**src/rtl/alu_pkg.sv**
```systemverilog
// Shared constants for the button-driven ALU sequencer: opcodes and FSM states.
// Latency: n/a (package only).
// Backpressure: n/a (package only).
package alu_pkg;

    localparam int STATE_W = 3;
    localparam int OPC_W   = 6;

    // Encoding is visible on o_state, so the values are fixed.
    typedef enum logic [STATE_W-1:0] {
        WAIT_A  = 3'd0,
        WAIT_B  = 3'd1,
        WAIT_OP = 3'd2,
        EXEC    = 3'd3,
        DONE    = 3'd4
    } state_t;

    localparam logic [OPC_W-1:0] OP_ADD = 6'b100000;
    localparam logic [OPC_W-1:0] OP_SUB = 6'b100010;
    localparam logic [OPC_W-1:0] OP_AND = 6'b100100;
    localparam logic [OPC_W-1:0] OP_OR  = 6'b100101;
    localparam logic [OPC_W-1:0] OP_XOR = 6'b100110;
    localparam logic [OPC_W-1:0] OP_NOR = 6'b100111;
    localparam logic [OPC_W-1:0] OP_SRL = 6'b000010;
    localparam logic [OPC_W-1:0] OP_SRA = 6'b000011;

endpackage

```
**src/rtl/btn_debounce.sv**
```systemverilog
// Raw button to single-cycle press pulse: 2-flop sync, debounce, rising-edge detect.
// Latency: pulse DEBOUNCE_CYCLES+2 cycles after the first edge that samples the press.
// Backpressure: none; a held button yields one pulse, short bounces yield none.
module btn_debounce #(
    parameter int DEBOUNCE_CYCLES = 4
) (
    input  logic i_clk,
    input  logic i_reset,
    input  logic i_btn,
    output logic o_pulse
);

    localparam int CNT_W = (DEBOUNCE_CYCLES > 1) ? $clog2(DEBOUNCE_CYCLES) : 1;
    localparam logic [CNT_W-1:0] CNT_LAST = CNT_W'(DEBOUNCE_CYCLES - 1);

    logic             sync1;
    logic             sync2;
    logic             level;
    logic             level_d;
    logic [CNT_W-1:0] cnt;

    // Two-flop synchroniser for the asynchronous button.
    always_ff @(posedge i_clk or posedge i_reset) begin
        if (i_reset) begin
            sync1 <= 1'b0;
            sync2 <= 1'b0;
        end else begin
            sync1 <= i_btn;
            sync2 <= sync1;
        end
    end

    // Debounced level flips only after DEBOUNCE_CYCLES consecutive disagreeing samples.
    always_ff @(posedge i_clk or posedge i_reset) begin
        if (i_reset) begin
            level <= 1'b0;
            cnt   <= '0;
        end else if (sync2 != level) begin
            if (cnt == CNT_LAST) begin
                level <= sync2;
                cnt   <= '0;
            end else begin
                cnt <= cnt + 1'b1;
            end
        end else begin
            cnt <= '0;
        end
    end

    // Registered rising-edge detector on the debounced level.
    always_ff @(posedge i_clk or posedge i_reset) begin
        if (i_reset) begin
            level_d <= 1'b0;
            o_pulse <= 1'b0;
        end else begin
            level_d <= level;
            o_pulse <= level & ~level_d;
        end
    end

endmodule

```
**src/rtl/alu_seq_top.sv**
```systemverilog
// Button-sequenced ALU: load A, B, opcode from switches on debounced presses, then execute.
// Latency: result and o_valid registered two cycles after the opcode press pulse.
// Backpressure: none; presses not expected in the current state are dropped.
module alu_seq_top
    import alu_pkg::*;
#(
    parameter int NB_DATA         = 8,
    parameter int NB_OP           = 6,
    parameter int DEBOUNCE_CYCLES = 4
) (
    input  logic               i_clk,
    input  logic               i_reset,
    input  logic [NB_DATA-1:0] i_switches,
    input  logic               i_btn_a,
    input  logic               i_btn_b,
    input  logic               i_btn_op,
    output logic [NB_DATA-1:0] o_res,
    output logic               o_carry,
    output logic               o_zero,
    output logic               o_err,
    output logic               o_valid,
    output logic [STATE_W-1:0] o_state
);

    localparam int SH_W = $clog2(NB_DATA);

    localparam logic [NB_OP-1:0] C_ADD = NB_OP'(OP_ADD);
    localparam logic [NB_OP-1:0] C_SUB = NB_OP'(OP_SUB);
    localparam logic [NB_OP-1:0] C_AND = NB_OP'(OP_AND);
    localparam logic [NB_OP-1:0] C_OR  = NB_OP'(OP_OR);
    localparam logic [NB_OP-1:0] C_XOR = NB_OP'(OP_XOR);
    localparam logic [NB_OP-1:0] C_NOR = NB_OP'(OP_NOR);
    localparam logic [NB_OP-1:0] C_SRL = NB_OP'(OP_SRL);
    localparam logic [NB_OP-1:0] C_SRA = NB_OP'(OP_SRA);

    logic pulse_a, pulse_b, pulse_op;

    btn_debounce #(.DEBOUNCE_CYCLES(DEBOUNCE_CYCLES)) u_btn_a (
        .i_clk(i_clk), .i_reset(i_reset), .i_btn(i_btn_a), .o_pulse(pulse_a));
    btn_debounce #(.DEBOUNCE_CYCLES(DEBOUNCE_CYCLES)) u_btn_b (
        .i_clk(i_clk), .i_reset(i_reset), .i_btn(i_btn_b), .o_pulse(pulse_b));
    btn_debounce #(.DEBOUNCE_CYCLES(DEBOUNCE_CYCLES)) u_btn_op (
        .i_clk(i_clk), .i_reset(i_reset), .i_btn(i_btn_op), .o_pulse(pulse_op));

    state_t             state, state_nxt;
    logic               load_a, load_b, load_op, exec_en, clr_valid;
    logic [NB_DATA-1:0] a_q, b_q;
    logic [NB_OP-1:0]   op_q;

    logic [NB_DATA:0]   sum, diff;
    logic [NB_DATA-1:0] alu_res;
    logic               alu_carry, alu_err;

    // State register.
    always_ff @(posedge i_clk or posedge i_reset) begin
        if (i_reset) state <= WAIT_A;
        else         state <= state_nxt;
    end

    // Next state and load strobes; only the press expected in a state has any effect.
    always_comb begin
        state_nxt = state;
        load_a    = 1'b0;
        load_b    = 1'b0;
        load_op   = 1'b0;
        exec_en   = 1'b0;
        clr_valid = 1'b0;
        case (state)
            WAIT_A:  if (pulse_a)  begin load_a  = 1'b1; state_nxt = WAIT_B;  end
            WAIT_B:  if (pulse_b)  begin load_b  = 1'b1; state_nxt = WAIT_OP; end
            WAIT_OP: if (pulse_op) begin load_op = 1'b1; state_nxt = EXEC;    end
            EXEC:    begin exec_en = 1'b1; state_nxt = DONE; end
            DONE:    if (pulse_a) begin
                load_a    = 1'b1;
                clr_valid = 1'b1;
                state_nxt = WAIT_B;
            end
            default: state_nxt = WAIT_A;
        endcase
    end

    // Operand and opcode capture from the switches.
    always_ff @(posedge i_clk or posedge i_reset) begin
        if (i_reset) begin
            a_q  <= '0;
            b_q  <= '0;
            op_q <= '0;
        end else begin
            if (load_a)  a_q  <= i_switches;
            if (load_b)  b_q  <= i_switches;
            if (load_op) op_q <= i_switches[NB_OP-1:0];
        end
    end

    assign sum  = {1'b0, a_q} + {1'b0, b_q};
    // The extra top bit of the difference is set exactly when A < B unsigned.
    assign diff = {1'b0, a_q} - {1'b0, b_q};

    // Combinational ALU on the captured operands.
    always_comb begin
        alu_res   = '0;
        alu_carry = 1'b0;
        alu_err   = 1'b0;
        case (op_q)
            C_ADD: begin alu_res = sum[NB_DATA-1:0];  alu_carry = sum[NB_DATA];  end
            C_SUB: begin alu_res = diff[NB_DATA-1:0]; alu_carry = diff[NB_DATA]; end
            C_AND: alu_res = a_q & b_q;
            C_OR:  alu_res = a_q | b_q;
            C_XOR: alu_res = a_q ^ b_q;
            C_NOR: alu_res = ~(a_q | b_q);
            C_SRL: alu_res = a_q >> b_q[SH_W-1:0];
            C_SRA: alu_res = $unsigned($signed(a_q) >>> b_q[SH_W-1:0]);
            default: alu_err = 1'b1;
        endcase
    end

    // Result registers update only in EXEC; a new A press just drops o_valid.
    always_ff @(posedge i_clk or posedge i_reset) begin
        if (i_reset) begin
            o_res   <= '0;
            o_carry <= 1'b0;
            o_zero  <= 1'b0;
            o_err   <= 1'b0;
            o_valid <= 1'b0;
        end else if (exec_en) begin
            o_res   <= alu_res;
            o_carry <= alu_carry;
            o_zero  <= (alu_res == '0);
            o_err   <= alu_err;
            o_valid <= 1'b1;
        end else if (clr_valid) begin
            o_valid <= 1'b0;
        end
    end

    assign o_state = state;

endmodule

```
**config.mk**
```make
export PLATFORM = sky130hd
export DESIGN_NAME = alu_seq_top
export DESIGN_NICKNAME = d
export VERILOG_FILES = /design/src/rtl/alu_pkg.sv /design/src/rtl/btn_debounce.sv /design/src/rtl/alu_seq_top.sv
export SDC_FILE = /design/constraint.sdc
export NUM_CORES = 1
export LEC_CHECK = 0
export BUFFER_PORTS_ARGS = -buffer_cell sky130_fd_sc_hd__buf_2
export CAP_MARGIN = 5
export CORE_MARGIN = 2
export CORE_UTILIZATION = 65
export CTS_BUF_LIST = sky130_fd_sc_hd__clkbuf_8
export CTS_CLUSTER_SIZE = 30
export DETAILED_ROUTE_END_ITERATION = 7
export PLACE_DENSITY = 0.82
export SLEW_MARGIN = 10
export SYNTH_ARGS = -nofsm -noshare
export SYNTH_HDL_FRONTEND = slang
export SYNTH_HIERARCHICAL = 1
export SYNTH_SLANG_ARGS = --single-unit
```
**constraint.sdc**
```tcl
create_clock -name i_clk -period 9 [get_ports i_clk]
set_clock_uncertainty 0.05 [all_clocks]
set_input_delay 1.8 -clock i_clk [delete_from_list [all_inputs] [get_ports i_clk]]
set_output_delay 1.8 -clock i_clk [all_outputs]
set_load 0.02 [all_outputs]
```
==> impl_summary.txt <==
----------------------------------------------------
[Outcome]
  Run status ... complete, no violations

[Clocking]
  Clock Sinks ... 58
  Clock transition at the registers of the reported paths ... roughly 80 ps
  Setup Buffers After CTS ... 0
  Cts hold-fix bufs ... 0
  Worst-skew pair later-pin latency ... roughly 360 ps
  CTS tree ... done
  Count of instances resized after the clock tree is built ... 0
  Clock Path Buffers ... 2
  Buffer cell driving the clock tree root ... sky130_fd_sc_hd__clkbuf_8
  CTS buffer count ... 9
  H-Tree Depth ... 3

[Critical path]
  Arr. time, crit path ... between 3000 and 4000 ps
  Largest stage delay on the critical path ... about 750 ps
  CP dominant cell by count ... sky130_fd_sc_hd__a32o_1
  Path type of the worst setup path ... register to register
  Nature of the critical path endpoint ... register
  CP required ... approximately 9200 ps
  Flop2flop setup slack ... roughly 5900 ps
  Cell Chain, Critical Path ... inv_1, ha_1, a21o_1, a41o_1, or4_1, a32o_1, o221a_2, a32o_1
  Critical-path cell with the highest stage delay ... sky130_fd_sc_hd__dfrtp_1
  Worst-path fanout max ... 19
  Kind of launch point of the worst setup path ... register

[Route]
  Via density per instance ... around 6
  First-pass DRT Iterations ... 5
  Total number of vias ... between 2000 and 3000
  Routed Wire Length ... between 8000 and 9000 µm
  Number of DRC markers in iteration 0 ... around 360
  Mean routed wirelength per cell ... between 15 and 20 µm
  Antenna viol nets, final ... 0
  Post-route DRC violation count ... 0

[Cells and area]
  Layout Nets ... roughly 440
  Layout fillers ... approximately 400
  Synth-to-layout area growth ... 11.0%
  Final core utilization ... roughly three quarters
  Ratio of cells with drive above 1 in the final layout ... 16.9%
  Number of antenna diodes ... 0

[Flow run]
  Max cap viols ... 0

[STA]
  Max Transition Viols Final ... 0
  Slew at the pin closest to its max-slew limit ... 1130 ps
  Worst relative slew slack ... 24.9%
  Crit path time final ... just over 3000 ps
  Hold Violations, Final ... 0
  Final worst-path setup slack ... between 5000 and 6000 ps
  Highest Clock Rate ... 323 MHz
  Final-report setup violation count ... 0
  Final period utilization ... 34.4%
  RSZ-0062 raised after global routing ... no
  Worst-case hold slack ... just under 300 ps
  Setup TNS ... 0 ps

[Placement]
  Post-Place Worst Slack ... 5940 ps
  Quantity of I/O buffers inserted on ports ... 27
  Routability congestion estimate from global placement ... about 0.90
  Placed wire-length estimate ... about 6000 µm

[Power]
  Power share of the combinational group ... approximately half
  Leak ... 1.87 nW
  Total power of the final layout ... approximately 1.7 mW
  Switching part of the total ... roughly 45%
  Worst ir drop on vdd ... between 0.0002 and 0.00025 V
  Power share of the sequential group ... 31.1%
  Total power divided by cell area ... a little over 400 nW/µm²
  Internal ... about 0.91 mW
  Clock power frac ... between 10% and 20%
  Switch Pwr ... about 0.74 mW

[Global route]
  Sum of overflow across all layers after global routing ... 0
  Via count of the first global-routing pass ... ~2800
  Overall global routing resource usage ... 28.9%
  Largest net degree at the start of global routing ... 38
  First-pass GRT wire length ... between 10000 and 15000 µm
  Antenna violations before repair ... 0

[Floorplanning]
  Die X-Extent ... a little under 80 µm
  Row count ... 27
  # IOs ... 28
  Die area ... roughly 6200 µm²
  Vertical die dimension ... ~79 µm
  Starting utilization of the core area ... roughly 67%
  Core Box Area ... around 5400 µm²

[Synthesis]
  Mapped Area ... between 3000 and 4000 µm²
  Yosys warning count ... 6
  Register area share after synthesis ... around two fifths
  Number of enable flip-flop cells after synthesis ... 0
  Synthesized area per cell ... approximately 9.6 µm²
  Seq cells post-synth ... between 50 and 60
  Async S/R FF share, synth ... 100%
  Synthesized netlist cell count ... 378
  Number of distinct library cells after synthesis ... 60
  Net Count, Synth ... between 400 and 500
  Post-synth top flop ... sky130_fd_sc_hd__dfrtp_1

[Worst hold path]
  Type of the worst min-delay path ... register to register

----------------------------------------------------
==> logic make-up after synthesis <==
group,Yosys count,synth area share [%]
flops,58,40.0
xor+xnor,16,3.86
buf+inv,50,5.65
fa+ha+maj,30,10.8
simple gates,106,14.8
mux,21,7.10
compound gates,97,17.9
==> worst max-delay path: cells and delay by family (launching register included) <==
kind	cells	cell delay [ps]
flops	1	750
buf+inv	1	280
simple gates	1	410
fa+ha+maj	1	380
compound gates	5	1120
==> metal layers <==
metal | share of wire (%) | up-vias | wire length [µm] | track usage (%)
met5 | 0 | - | 0 | 0
met4 | 1.7 | 0 | 137 | 11.2
met3 | 7.8 | 11 | 636 | 5.57
met2 | 48 | 116 | 3920 | 45.4
met1 | 43 | 1411 | 3500 | 40.0
li1 | - | 1365 | - | -
==> cell usage after synthesis, types with 3 or more instances <==
library cell                n  area share [%]
sky130_fd_sc_hd__a21o_1     4            0.83
sky130_fd_sc_hd__a21oi_1   13             1.8
sky130_fd_sc_hd__a221o_1    3            0.83
sky130_fd_sc_hd__buf_2      8             1.1
sky130_fd_sc_hd__clkbuf_1  11             1.1
sky130_fd_sc_hd__dfrtp_1   58              40
sky130_fd_sc_hd__ha_1      28             9.7
sky130_fd_sc_hd__inv_1     27             2.8
sky130_fd_sc_hd__mux2_1     3            0.93
sky130_fd_sc_hd__mux2_2     5             1.6
sky130_fd_sc_hd__mux2i_1   10             2.8
sky130_fd_sc_hd__mux4_2     3             1.9
sky130_fd_sc_hd__nand2_1   48             5.0
sky130_fd_sc_hd__nand3_1    4            0.55
sky130_fd_sc_hd__nand3b_1   3            0.62
sky130_fd_sc_hd__nor2_1    15             1.6
sky130_fd_sc_hd__nor2b_1    7             1.2
sky130_fd_sc_hd__nor3_1     9             1.2
sky130_fd_sc_hd__nor3_2     3            0.83
sky130_fd_sc_hd__o211ai_1   8             1.7
sky130_fd_sc_hd__o21a_1     3            0.62
sky130_fd_sc_hd__o21ai_0   36             5.0
sky130_fd_sc_hd__o221ai_1   3            0.72
sky130_fd_sc_hd__o31ai_1    3            0.62
sky130_fd_sc_hd__xnor2_1   11             2.7
sky130_fd_sc_hd__xor2_1     5             1.2
==> layout make-up <==
| cell class | count | area (µm²) | area share [%] |
|---|---|---|---|
| flip-flops and latches | 58 | 1450 | 36.0 |
| well taps | 72 | 90.1 | 2.24 |
| multi-input cells | 270 | 1970 | 48.9 |
| inverters | 29 | 109 | 2.70 |
| clock inverters | 7 | 125 | 3.11 |
| clock buffers | 9 | 124 | 3.07 |
| repair buffers | 30 | 158 | 3.91 |
==> power groups by stage <==
| stage | clock network, mW | logic, mW | registers (mW) |
|---|---|---|---|
| final | 0.305 | 0.832 | 0.514 |
| after CTS | 0.307 | 0.822 | 0.511 |
| after floorplan | 0 | 0.683 | 0.460 |
| after global routing | 0.318 | 0.922 | 0.532 |
| after global placement | 0 | 0.784 | 0.505 |
| after detailed placement | 0 | 0.810 | 0.515 |
==> layout by cell type, fill, tap and decap left out, types with 5 or more instances in the layout <==
cell,synthesis,layout
sky130_fd_sc_hd__nor3_1,9,9
sky130_fd_sc_hd__mux2i_1,10,10
sky130_fd_sc_hd__a21oi_1,13,13
sky130_fd_sc_hd__mux2_2,5,5
sky130_fd_sc_hd__inv_1,27,27
sky130_fd_sc_hd__o21ai_0,36,36
sky130_fd_sc_hd__dfrtp_1,58,58
sky130_fd_sc_hd__xor2_1,5,5
sky130_fd_sc_hd__xnor2_1,11,11
sky130_fd_sc_hd__o211ai_1,8,8
sky130_fd_sc_hd__nor2_1,15,15
sky130_fd_sc_hd__clkbuf_8,0,9
sky130_fd_sc_hd__nand2_1,48,48
sky130_fd_sc_hd__buf_2,8,27
sky130_fd_sc_hd__nor2b_1,7,7
sky130_fd_sc_hd__ha_1,28,28
==> through the flow <==
| stage | std cells | area (µm²) |
|---|---|---|
| 5_1_grt | 475 | 4030 |
| 3_5_place_dp | 459 | 3780 |
| 6_report | 475 | 4030 |
| 3_3_place_gp | 459 | 3780 |
| 2_1_floorplan | 378 | 3630 |
| 4_1_cts | 475 | 4030 |
==> sequential cells by signal (all words and copies together) (netlist names), 2 cells and up <==
name / cells
u_btn_a/cnt: 2
o_state: 3
u_btn_b/cnt: 2
a_q: 8
u_btn_op/cnt: 2
o_res: 8
op_q: 6
b_q: 8
==> worst paths after layout <==
kind / start / to / cells past startpoint
max: b_q[1]$_DFFE_PP0P_ / o_zero$_DFFE_PP0P_ / 8
min reg2reg: u_btn_a/sync1$_DFF_PP0_ / u_btn_a/sync2$_DFF_PP0_ / 0
min: u_btn_a/sync1$_DFF_PP0_ / u_btn_a/sync2$_DFF_PP0_ / 0
min in group asynchronous: i_reset / u_btn_b/cnt[0]$_DFF_PP0_ / 2
max reg2reg: b_q[1]$_DFFE_PP0P_ / o_zero$_DFFE_PP0P_ / 8
max in group asynchronous: i_reset / a_q[4]$_DFFE_PP0P_ / 3
No activity file was read; power rests on OpenSTA's default activity.
